**config.mk**
```make
export PLATFORM = sky130hd
export DESIGN_NAME = regfile_wb_arbiter_flat
export DESIGN_NICKNAME = d
export VERILOG_FILES = /design/src/rtl/regfile_wb_arbiter_if.sv /design/src/rtl/regfile_wb_arbiter.sv /design/src/flat_wrapper.sv
export SDC_FILE = /design/constraint.sdc
export NUM_CORES = 1
export LEC_CHECK = 0
export ABC_AREA = 0
export CORE_ASPECT_RATIO = 0.75
export CORE_MARGIN = 8
export CORE_UTILIZATION = 39
export CTS_BUF_LIST = sky130_fd_sc_hd__clkbuf_4
export DETAILED_ROUTE_END_ITERATION = 12
export HOLD_SLACK_MARGIN = 0.1
export PLACE_DENSITY_LB_ADDON = 0.1
export SYNTH_ARGS = -nofsm -noshare
export SYNTH_HDL_FRONTEND = slang
export SYNTH_SLANG_ARGS = --single-unit
```
**constraint.sdc**
```tcl
create_clock -name CLK -period 3.5 [get_ports CLK]
set_input_delay 0.7 -clock CLK [delete_from_list [all_inputs] [get_ports CLK]]
set_output_delay 0.7 -clock CLK [all_outputs]
set_load 0.1 [all_outputs]
```
**src/rtl/regfile_wb_arbiter_if.sv**
```systemverilog
// regfile_wb_arbiter_if: writeback requester handshake plus register-file write port.
// The slave side is the arbiter; the master side is the writeback sources and the register file.
interface regfile_wb_arbiter_if #(
   parameter int NUM_REQ = 3,
   parameter int AW      = 5,
   parameter int DW      = 32
);
   localparam int IW = $clog2(NUM_REQ);
   logic                  HOLD;
   logic [NUM_REQ-1:0]    REQ_VALID;
   logic [NUM_REQ-1:0]    REQ_READY;
   logic [NUM_REQ*AW-1:0] REQ_ADDR;
   logic [NUM_REQ*DW-1:0] REQ_DATA;
   logic                  WE3;
   logic [AW-1:0]         A3;
   logic [DW-1:0]         WD3;
   logic [IW-1:0]         GNT_IDX;
   logic                  BUSY;
   modport master (output HOLD, REQ_VALID, REQ_ADDR, REQ_DATA,
                   input REQ_READY, WE3, A3, WD3, GNT_IDX, BUSY);
   modport slave (input HOLD, REQ_VALID, REQ_ADDR, REQ_DATA,
                  output REQ_READY, WE3, A3, WD3, GNT_IDX, BUSY);
endinterface

```
**src/rtl/regfile_wb_arbiter.sv**
```systemverilog
// regfile_wb_arbiter: round-robin arbiter sharing the register file write port between writeback sources.
// Define RFWB_FIXED_PRIO_EN for fixed priority (lowest valid index wins, pointer held at 0).
module regfile_wb_arbiter #(
   parameter int NUM_REQ = 3,
   parameter int AW      = 5,
   parameter int DW      = 32,
   parameter int DROP_X0 = 1
) (
   input logic CLK,
   input logic RST,
   regfile_wb_arbiter_if.slave bus
);
   localparam int IW = $clog2(NUM_REQ);
   logic [IW-1:0] ptr, ptr_nxt, gnt, idx;
   logic          found, acc;
   logic [AW-1:0] addr;
   always_comb begin
      gnt   = '0;
      idx   = '0;
      found = 1'b0;
      for (int k = 0; k < NUM_REQ; k++) begin
         idx = IW'((int'(ptr) + k) % NUM_REQ);
         if (!found && bus.REQ_VALID[idx]) begin
            gnt   = idx;
            found = 1'b1;
         end
      end
   end
   assign acc           = found && !bus.HOLD && !RST;
   assign bus.REQ_READY = acc ? NUM_REQ'(1) << gnt : '0;
   assign bus.BUSY      = |(bus.REQ_VALID & ~bus.REQ_READY);
   assign addr          = bus.REQ_ADDR[gnt*AW +: AW];
`ifdef RFWB_FIXED_PRIO_EN
   assign ptr_nxt = '0;
`else
   assign ptr_nxt = (gnt == IW'(NUM_REQ - 1)) ? '0 : gnt + 1'b1;
`endif
   // Writes to x0 are still accepted and consume a grant; only the enable is suppressed.
   always_ff @(posedge CLK) begin
      if (RST) begin
         ptr         <= '0;
         bus.WE3     <= 1'b0;
         bus.A3      <= '0;
         bus.WD3     <= '0;
         bus.GNT_IDX <= '0;
      end else begin
         bus.WE3 <= acc && !(DROP_X0 != 0 && addr == '0);
         if (acc) begin
            bus.A3      <= addr;
            bus.WD3     <= bus.REQ_DATA[gnt*DW +: DW];
            bus.GNT_IDX <= gnt;
            ptr         <= ptr_nxt;
         end
      end
   end
endmodule

```
**src/flat_wrapper.sv**
```systemverilog
// flat-port wrapper written by rule: the top's interface ports become plain ports
module regfile_wb_arbiter_flat 
#(
   parameter int NUM_REQ = 3,
   parameter int AW      = 5,
   parameter int DW      = 32,
   parameter int DROP_X0 = 1
)
  (CLK, RST, bus_HOLD, bus_REQ_VALID, bus_REQ_ADDR, bus_REQ_DATA, bus_REQ_READY, bus_WE3, bus_A3, bus_WD3, bus_GNT_IDX, bus_BUSY);
  regfile_wb_arbiter_if #(.NUM_REQ(NUM_REQ), .AW(AW), .DW(DW)) bus_i ();
  input logic CLK;
  input logic RST;
  input wire logic [$bits(bus_i.HOLD)-1:0] bus_HOLD;
  input wire logic [$bits(bus_i.REQ_VALID)-1:0] bus_REQ_VALID;
  input wire logic [$bits(bus_i.REQ_ADDR)-1:0] bus_REQ_ADDR;
  input wire logic [$bits(bus_i.REQ_DATA)-1:0] bus_REQ_DATA;
  output wire logic [$bits(bus_i.REQ_READY)-1:0] bus_REQ_READY;
  output wire logic [$bits(bus_i.WE3)-1:0] bus_WE3;
  output wire logic [$bits(bus_i.A3)-1:0] bus_A3;
  output wire logic [$bits(bus_i.WD3)-1:0] bus_WD3;
  output wire logic [$bits(bus_i.GNT_IDX)-1:0] bus_GNT_IDX;
  output wire logic [$bits(bus_i.BUSY)-1:0] bus_BUSY;
  assign bus_i.HOLD = bus_HOLD;
  assign bus_i.REQ_VALID = bus_REQ_VALID;
  assign bus_i.REQ_ADDR = bus_REQ_ADDR;
  assign bus_i.REQ_DATA = bus_REQ_DATA;
  assign bus_REQ_READY = bus_i.REQ_READY;
  assign bus_WE3 = bus_i.WE3;
  assign bus_A3 = bus_i.A3;
  assign bus_WD3 = bus_i.WD3;
  assign bus_GNT_IDX = bus_i.GNT_IDX;
  assign bus_BUSY = bus_i.BUSY;
  regfile_wb_arbiter #(.NUM_REQ(NUM_REQ), .AW(AW), .DW(DW), .DROP_X0(DROP_X0)) u_core (.CLK(CLK), .RST(RST), .bus(bus_i));
endmodule
```
# Word-level counts from Yosys, hierarchy flattened
# Cells that the tools add are included.
[word_totals] input_bits=117 latch_bits=0 reg_bits=42 mem_count=0 wordCells=47 out_inout_bits=44 mem_bits_ro=0 ram_bits=0
[op_classes] n_eq_ne=1 magnitude_cmp=3 n_div=3 n_mul=1 n_shift=3 n_addsub=3 n_mux=14 n_reduce_logical=12 bitwise=2
[op_table] cell="96-bit by 8-bit indexed part select with 32-bit output" n=1
[op_table] cell="32-bit by 3-bit modulo with 32-bit output, second input constant" n=2
[op_table] cell="3-bit by 3-bit modulo with 32-bit output, second input constant" n=1
[op_table] cell="15-bit by 6-bit indexed part select with 5-bit output" n=1
[op_table] cell="2-bit by 3-bit less-than comparator with 1-bit output, second input constant" n=3
[op_table] cell="2-bit 2-to-1 mux" n=4
[op_table] cell="1-bit binary-select mux with 2-bit select" n=3
[op_table] cell="1-bit 2-to-1 mux" n=6
[op_table] cell="1-bit logical AND" n=5
[op_table] cell="1-bit logical NOT" n=5
[op_table] cell="5-bit logical NOT" n=1
[op_table] cell="2-bit by 3-bit multiplier with 5-bit output, second input constant" n=1
[op_table] cell="2-bit by 1-bit adder with 3-bit output, second input constant" n=1
[op_table] cell="2-bit by 2-bit adder with 3-bit output, second input constant" n=1
[op_table] cell="3-bit AND" n=1
[op_table] cell="3-bit 2-to-1 mux" n=1
[op_table] cell="3-bit NOT" n=1
[op_table] cell="3-bit OR reduction" n=1
[op_table] cell="1-bit by 2-bit << shifter with 3-bit output, first input constant" n=1
[op_table] cell="2-bit by 1-bit adder with 2-bit output, second input constant" n=1
[op_table] cell="2-bit == test, second input constant" n=1

# Logic depth before layout (Yosys ltp)
# Gate-level depths: netlist of run 1.
[depth] word_depth=16 depth_mapped=12 mapped_depth_nobuf=8

# Least setup slack after synthesis of run 1
# Ideal clock, no wire load.
[synth_timing] path_type="input to output" start="input bus_REQ_VALID[1]" end="output bus_BUSY" t_arrival_ns=5.933 path_buffers=1 slack_ns=-3.133 stages=7 required_ns=2.800 path_cell_list="buf_2 -> mux2_2 -> mux2_2 -> nor4b_1 -> or3_1 -> nor3_1 -> o32ai_1"
[synth_between] elab_chain_len=15 elab_cells_between_ends=23 cone_classes="1 x shift; 13 x mux; 2 x bitwise; 7 x reduce/logical"
[synth_rtl] element="start, declared" line_no="flat_wrapper.sv:14" source="input wire logic [$bits(bus_i.REQ_VALID)-1:0] bus_REQ_VALID;"
[synth_rtl] element="1-bit binary-select mux with 2-bit select" line_no="regfile_wb_arbiter.sv:23" source="if (!found && bus.REQ_VALID[idx]) begin"
[synth_rtl] element="1-bit 2-to-1 mux (implied by the code)" line_no="regfile_wb_arbiter.sv:23"
[synth_rtl] element="1-bit 2-to-1 mux" line_no="regfile_wb_arbiter.sv:23"
[synth_rtl] element="1-bit logical NOT" line_no="regfile_wb_arbiter.sv:23"
[synth_rtl] element="1-bit logical AND" line_no="regfile_wb_arbiter.sv:23"
[synth_rtl] element="1-bit 2-to-1 mux" line_no="regfile_wb_arbiter.sv:23"
[synth_rtl] element="1-bit logical NOT" line_no="regfile_wb_arbiter.sv:23"
[synth_rtl] element="1-bit logical AND" line_no="regfile_wb_arbiter.sv:23"
[synth_rtl] element="1-bit 2-to-1 mux" line_no="regfile_wb_arbiter.sv:23"
[synth_rtl] element="1-bit logical AND (2 in series)" line_no="regfile_wb_arbiter.sv:29" source="assign acc = found && !bus.HOLD && !RST;"
[synth_rtl] element="3-bit 2-to-1 mux *" line_no="regfile_wb_arbiter.sv:30" source="assign bus.REQ_READY = acc ? NUM_REQ'(1) << gnt : '0;"
[synth_rtl] element="net bus_REQ_READY[1]" line_no="flat_wrapper.sv:17" source="output wire logic [$bits(bus_i.REQ_READY)-1:0] bus_REQ_READY;"
[synth_rtl] element="3-bit NOT *" line_no="regfile_wb_arbiter.sv:31" source="assign bus.BUSY = |(bus.REQ_VALID & ~bus.REQ_READY);"
[synth_rtl] element="3-bit AND *" line_no="regfile_wb_arbiter.sv:31"
[synth_rtl] element="3-bit OR reduction *" line_no="regfile_wb_arbiter.sv:31"
[synth_rtl] element="end, declared" line_no="flat_wrapper.sv:22" source="output wire logic [$bits(bus_i.BUSY)-1:0] bus_BUSY;"
# The timed path passes the listed nets; every way through them passes the cells marked *. The select of a mux whose other input is x is not followed.

# Final worst setup path of run 1
[layout_timing] start="register u_core.ptr[0]" end="output bus_BUSY"
[layout_between] elab_chain_len=16 elab_cells_between_ends=28 cone_classes="2 x add/sub; 3 x div; 1 x shift; 13 x mux; 2 x bitwise; 7 x reduce/logical"
[layout_rtl] element="start, declared" line_no="regfile_wb_arbiter.sv:14" source="logic [IW-1:0] ptr, ptr_nxt, gnt, idx;"
[layout_rtl] element="start signal, assigned" line_no="regfile_wb_arbiter.sv:52" source="ptr <= ptr_nxt;"
[layout_rtl] element="parallel branches: the longest is 12 deep, another holds 32-bit by 3-bit modulo with 32-bit output"
[layout_rtl] element="3-bit 2-to-1 mux *" line_no="regfile_wb_arbiter.sv:30"
[layout_rtl] element="3-bit NOT *" line_no="regfile_wb_arbiter.sv:31"
[layout_rtl] element="3-bit AND *" line_no="regfile_wb_arbiter.sv:31"
[layout_rtl] element="3-bit OR reduction *" line_no="regfile_wb_arbiter.sv:31"
# Mark *: on every way between the ends. The select of a mux whose other input is x is not followed.

==> results of run 1 <==
[worst max-delay path: stages (launching register included)]
cell and delay [ns]:
dfxtp_4 0.38, inv_2 0.08, ha_4 0.18, mux2_2 0.34, mux2_4 0.27, buf_4 0.15
o31ai_4 0.19, or2_4 0.18, buf_4 0.16, nor3_4 0.07, o32ai_4 0.14, buf_12 0.21
[sequential cells by signal, indices dropped and copies added, names as in the netlist]
| name | flops |
|---|---|
| u_core.bus.WD3 | 32 |
| u_core.bus.WE3 | 1 |
| u_core.bus.GNT_IDX | 2 |
| u_core.ptr | 2 |
| u_core.bus.A3 | 5 |
[power groups by stage]
stage	clock, mW	sequential, mW	combinational (mW)
2_1_floorplan	0	1.67	1.07
3_3_place_gp	0	0.697	2.73
3_5_place_dp	0	0.705	2.75
4_1_cts	0.251	0.698	2.79
5_1_grt	0.281	0.717	2.97
6_report	0.245	0.699	2.83
[routing by layer]
| metal | wire (microns) | global-route usage, % |
|---|---|---|
| met5 | 0 | 0 |
| met1 | 4240 | 21.4 |
| met4 | 147 | 5.98 |
| met2 | 4870 | 34.0 |
| met3 | 1070 | 9.44 |
[through the flow]
step / hold slack [ns] / setup TNS, ns / utilization, % / cells
final: 0.466 / 0 / 69.0 / 585
after global routing: 0.480 / -0.0332 / 69.0 / 585
after CTS: 0.470 / 0 / 68.0 / 578
after detailed placement: 0.453 / -0.258 / 66.7 / 570
after global placement: 0.446 / -0.0804 / 66.7 / 570
after floorplan: 0.465 / -0.399 / - / 338
[final timing paths]
path                                       start                end
worst min register to register  u_core.bus.A3[0]   u_core.bus.A3[0]
worst min-delay path            u_core.bus.A3[0]   u_core.bus.A3[0]
worst max register to register     u_core.ptr[0]  u_core.bus.WD3[0]
worst max-delay path               u_core.ptr[0]           bus_BUSY
[cell usage in the layout, fill, tap and decap left out, types with 3 or more instances in the layout]
| cell type | Yosys | layout |
|---|---|---|
| a31oi_1 | 35 | 35 |
| nand3_1 | 34 | 34 |
| a22oi_1 | 3 | 3 |
| dfxtp_1 | 42 | 40 |
| nand2b_1 | 3 | 3 |
| clkdlybuf4s50_1 | 0 | 150 |
| nand2_1 | 73 | 73 |
| nand3b_1 | 3 | 3 |
| mux2_1 | 17 | 17 |
| o22ai_1 | 3 | 3 |
| clkbuf_4 | 0 | 6 |
| nor2_1 | 8 | 7 |
| a21oi_1 | 7 | 6 |
| nor3_4 | 0 | 3 |
| mux2i_1 | 5 | 5 |
| buf_12 | 0 | 4 |
| mux2_2 | 22 | 21 |
| buf_4 | 1 | 29 |
| a211oi_1 | 5 | 5 |
| inv_1 | 5 | 3 |
| nor3_1 | 6 | 4 |
[what timing repair did]
action | 4_1_cts | 5_1_grt
gates cloned | 0 | 0
pin swaps | 2 | 3
hold buffers | 0 | 0
resized for setup | 10 | 8
buffers inserted | 0 | 7
endpoints found under the setup margin | 2 | 2
[cells by family (layout without fill, tap and decap cells)]
family                     Yosys count  count (layout)  synth area share (%)
DFF                                 42              42                  31.0
and+or+nand+nor                    143             143                  24.4
adders and majority gates            4               4                  1.85
AOI/OAI and AO/OA                   67              67                  17.0
muxes                               45              45                  18.6
buffers and inverters               37             200                  7.11
[final cells by class]
type / instances / area share (%)
sequential: 42 / 18.1
multi-input combinational: 259 / 38.6
timing repair buffer: 187 / 39.4
clock buffer: 6 / 0.965
tap: 84 / 2.25
clock inverter: 2 / 0.188
inverter: 5 / 0.402
==> results.md, run 1 <==
* Outcome: finished, final reports clean
* Total power at 3.77 mW
* Clock slew at reported path FFs at 0.12 ns
* Yosys warning count at 0
* DR DRC count at 0
* Worst slew margin at 32.2%
* Setup Viol. Count Final at 0
* WL final at 10300 microns
* DIE WIDTH at 112 microns
* Design Area, Final at 4670 sq um
* Worst-margin pin slew at 1.01 ns
* Chip height at 88.2 microns
* Setup WS post-layout at 0.0934 ns
* CP Capture Type: primary output
* Initial Utilization at 40.1%
* Synth top area cells: dfxtp_1 31%, nand2_1 10%, mux2_2 9.1%
* Fin crit share at 97.3%
* Top-area cell type share of the netlist area at 31.0%
* Crit Path Class: reg -> out
* Ys async rst share at 0%
* Clock Skews at 0.0124 ns
* Gpl congestion at 0.916
* Num ports at 161
* Required time of the critical path at 2.80 ns
* Syn nets at 459
* Htree depth at 2
* Synth cell types at 44
* Row cnt at 26
* Hold WC Path Type: reg -> reg
* IO Port Bufs at 160
* Ratio of total power to cell area at 808 nW/um^2
* Area Growth Syn to Fin at 72.3%
* Hold Violations, Final at 0
* Critical Path Fanout Max at 7
* Critical path startpoint category: flop
* Reg2Reg Depth at 10
* Number of buffers created by CTS at 5
* Leakage at 1.71 nW
* DR vias at 3141
* Area of the multi-input gates at 1800 sq um
* Fin. max-slew vios at 0
* Syn avg cell area at 8.02 sq um
* Combinational power share at 75.0%
* Worst hold path cell count at 2
* Sequential fraction of the synthesis area at 31.0%
* Fraction of power consumed by the clock network at 6.5%
* P_sw at 2.12 mW
* Layout cells sized above 1 at 17.4%
* Vias in the first global route at 3234
* Skew-Pair Late Insertion Delay at 0.36 ns
* Core Region at 6770 sq um
* ANT nets after route at 0
* EDFF count, synth at 0
* MaxCap Viol Count at 0
* Peak VDD IR at 0.370 mV
* TritonCTS clock tree: done
* # diodes at 0
* Reg-to-reg slack, setup at 0.57 ns
* Number of vias per cell at 5.37
* Largest net degree at the start of global routing at 42
* Most instantiated cells after synthesis: 73 x nand2_1, 42 x dfxtp_1, 35 x a31oi_1
* Dpl hpwl at 7920 microns
* Sw frac at 56.2%
* Reg area at 846 sq um
* 1st-iter DRT viols at 107
* DP Area at 4510 sq um
* Clock root buffer: clkbuf_4
* CTS Buffer Depth at 2
* Die area at 9900 sq um
* Initial antenna violation count at 0
* Top-count cell post-synth: nand2_1
* Gate count of the mapped netlist at 338
* Number of iterations in the first detailed-routing pass at 4
* FF+latch count, synth at 42
* Global-route wire length before repair at 15700 microns
* Mapped cell area at 2710 sq um
* Internal power at 1.65 mW
* All-Layer GR Usage at 19.8%
* Achievable frequency at 0.294 GHz
* NumNets Final at 621
* Overflow after GRT at 0
* Share of power burned in registers at 18.5%
* Layout filler cell count at 567
* Area leader, netlist: dfxtp_1
* CTS sink count at 42
* CP arrival at 2.71 ns
* Fin crit period at 3.41 ns
* Ys flop type: dfxtp_1
* Pre-CTS setup slack at -0.167 ns
* Routed wire per std cell at 17.7 microns
No activity file was read; power rests on OpenSTA's default activity.
==> run 2: changes to the inputs <==
SETUP_SLACK_MARGIN = 0.2   (was default)
==> run 2 against run 1 <==
  * Power up 3.9%
  * Setup slack improved by 0.10 ns
  * Sequential power grew 1%
  * Sequential cell count stayed put
  * Maximum frequency rose by 3.1%
  * Routed wire length grew 3.2%
  * Sequential share of layout area fell by 0.31 points
  * Cell count up 0.68%
  * Clock power grew 25%
  * Clock skew shrank 0.0080 ns
  * Non-clock buffer count rose by 4
  * Critical endpoint unchanged
  * Largest cell class unchanged
  * Largest power group unchanged
==> results.md, run 2 (same netlist as run 1, synthesis figures left out) <==
* CTS Buffer Depth at 2 (unchanged)
* WL final at 10700 microns (+3.2%)
* Htree depth at 2 (unchanged)
* Vias in the first global route at 3337 (+3.2%)
* Number of iterations in the first detailed-routing pass at 4 (unchanged)
* DR vias at 3155 (+0.45%)
* ANT nets after route at 0 (unchanged)
* Hold Violations, Final at 0 (unchanged)
* Fin. max-slew vios at 0 (unchanged)
* All-Layer GR Usage at 21.2% (+1.4 points)
* Layout cells sized above 1 at 19.8% (+2.4 points)
* Routed wire per std cell at 18.1 microns (+2.5%)
* Peak VDD IR at 0.366 mV (-1.2%)
* Crit Path Class: reg -> out
* Worst hold path cell count at 2 (unchanged)
* Skew-Pair Late Insertion Delay at 0.35 ns (about the same)
* Clock root buffer: clkbuf_4
* Clock Skews at 0.00434 ns (-0.00801 ns)
* Gpl congestion at 0.897 (-2.1%)
* CP arrival at 2.61 ns (-0.10 ns)
* Number of vias per cell at 5.36 (-0.24%)
* Slowest stage delay, CP at 0.39 ns (about the same)
* Max reg flops at 32 (unchanged)
* DIE WIDTH at 112 microns (unchanged)
* Ratio of total power to cell area at 823 nW/um^2 (+1.8%)
* Post-Place Cells at 574 (+0.70%)
* Fin crit period at 3.31 ns (-0.101 ns)
* Slowest-stage cell, CP: dfxtp_4
* Dpl hpwl at 8130 microns (+2.6%)
* Global-route wire length before repair at 16800 microns (+7.2%)
* CP most frequent cell: mux2_4
* 1st-iter DRT viols at 182 (+70%)
* Row cnt at 26 (unchanged)
* Achievable frequency at 0.303 GHz (+3.1%)
* Final instance count without filler cells at 589 (+0.68%)
* Count of hold-fix buffers inserted at cts at 0 (unchanged)
* Outcome: finished, final reports clean
* Core Util, Final at 70.4% (+1.4 points)
* Worst slew margin at 32.3% (+0.047 points)
* Clock slew at reported path FFs at 0.12 ns (about the same)
* Ordered cell list for the critical path: inv_2, ha_4, mux2_4, mux2_4, o31ai_4, or2_4, buf_4, nor3_4, o32ai_4, buf_12
* Critical path startpoint category: flop
* Hold WC Path Type: reg -> reg
* Register bank with the most flops: u_core.bus.WD3
* Worst path depth at 10 (-1)
* Initial antenna violation count at 0 (unchanged)
* Leakage at 1.75 nW (+2.6%)
* Chip height at 88.2 microns (unchanged)
* Worst path buffer plus inverter count at 3 (-1)
* Setup WS post-layout at 0.195 ns (+0.101 ns)
* CP Capture Type: primary output
* Area Growth Syn to Fin at 75.8%
* Pre-CTS setup slack at -0.142 ns (+0.0246 ns)
* Layout filler cell count at 593 (+4.6%)
* Required time of the critical path at 2.80 ns (about the same)
* Most frequent cells in the layout: 148 x clkdlybuf4s50_1, 73 x nand2_1, 40 x dfxtp_1, 35 x a31oi_1, 34 x nand3_1
* Initial Utilization at 40.1% (unchanged)
* Largest net degree at the start of global routing at 42 (unchanged)
* Setup Viol. Count Final at 0 (unchanged)
* Worst-margin pin slew at 1.01 ns (-0.000695 ns)
* NumNets Final at 625 (+0.64%)
* Die area at 9900 sq um (unchanged)
* Reg2Reg Depth at 10 (unchanged)
* Critical Path Fanout Max at 6 (-1)
* Commonest non-fill, non-tap cell in the layout: clkdlybuf4s50_1
* Biggest regs: u_core.bus.WD3 (32), u_core.bus.A3 (5)
* MaxCap Viol Count at 0 (unchanged)
* Overflow after GRT at 0 (unchanged)
* DR DRC count at 0 (unchanged)
* TritonCTS clock tree: done
* Worst hold margin at 0.471 ns (+0.00495 ns)
* Critical path's top delay family: multiplexers
* CTS sink count at 42 (unchanged)
* Core Region at 6770 sq um (unchanged)
* Number of buffers created by CTS at 5 (unchanged)
* RSZ-0062 raised after global routing: yes
* IO Port Bufs at 160 (unchanged)
* Total power at 3.92 mW (+3.9%)
* # diodes at 0 (unchanged)
* Num ports at 161 (unchanged)
* Fin crit share at 94.4% (-2.9 points)
==> run 2: what timing repair did <==
action / 4_1_cts / 5_1_grt
buffers inserted: 7 / 0
endpoints found under the setup margin: 4 / 3
pin swaps: 5 / 2
gates resized for setup: 30 / 2
==> run 2: tightest hold or removal path, stage by stage (launching register included) <==
cell and delay [ns]:
dfxtp_1 0.33, nand2_1 0.05, a21oi_1 0.05
==> run 2: area by class of cell <==
class                   instances  area, sq um  area share [%]
repair buffers                191         1870            39.3
multi-input cells             259         1840            38.6
flip-flops and latches         42          848            17.8
well taps                      84          105            2.21
clock inverters                 3         40.0           0.841
clock buffers                   5         37.5           0.788
inverters                       5         21.3           0.447
==> run 2: path summary, 6_finish.rpt <==
path | from | endpoint | slack [ns]
worst max register to register | u_core.ptr[1] | u_core.bus.WD3[9] | 0.72
worst max-delay path | u_core.ptr[1] | bus_BUSY | 0.19
worst min register to register | u_core.bus.A3[0] | u_core.bus.A3[0] | 0.47
worst min-delay path | u_core.bus.A3[0] | u_core.bus.A3[0] | 0.47
==> run 2: power breakdown <==
group	total, mW	switching, mW	internal [mW]
registers	0.707	0.0821	0.625
logic	2.90	1.92	0.985
clock network	0.307	0.159	0.148
total	3.92	2.16	1.76
==> run 2: per-stage QoR <==
stage | TNS (ns) | cell area (sq um)
after floorplan | -0.399 | 2800
after global placement | -0.0958 | 4540
after detailed placement | -0.326 | 4540
after CTS | 0 | 4760
after global routing | 0 | 4760
final | 0 | 4760
==> run 2: metal layers <==
| metal | track usage [%] | routed length [microns] | vias to the layer above |
|---|---|---|---|
| li1 | - | - | 1545 |
| met1 | 23.9 | 4430 | 1477 |
| met2 | 36.9 | 5150 | 120 |
| met3 | 8.26 | 944 | 13 |
| met4 | 5.73 | 138 | 0 |
| met5 | 0 | 0 | - |
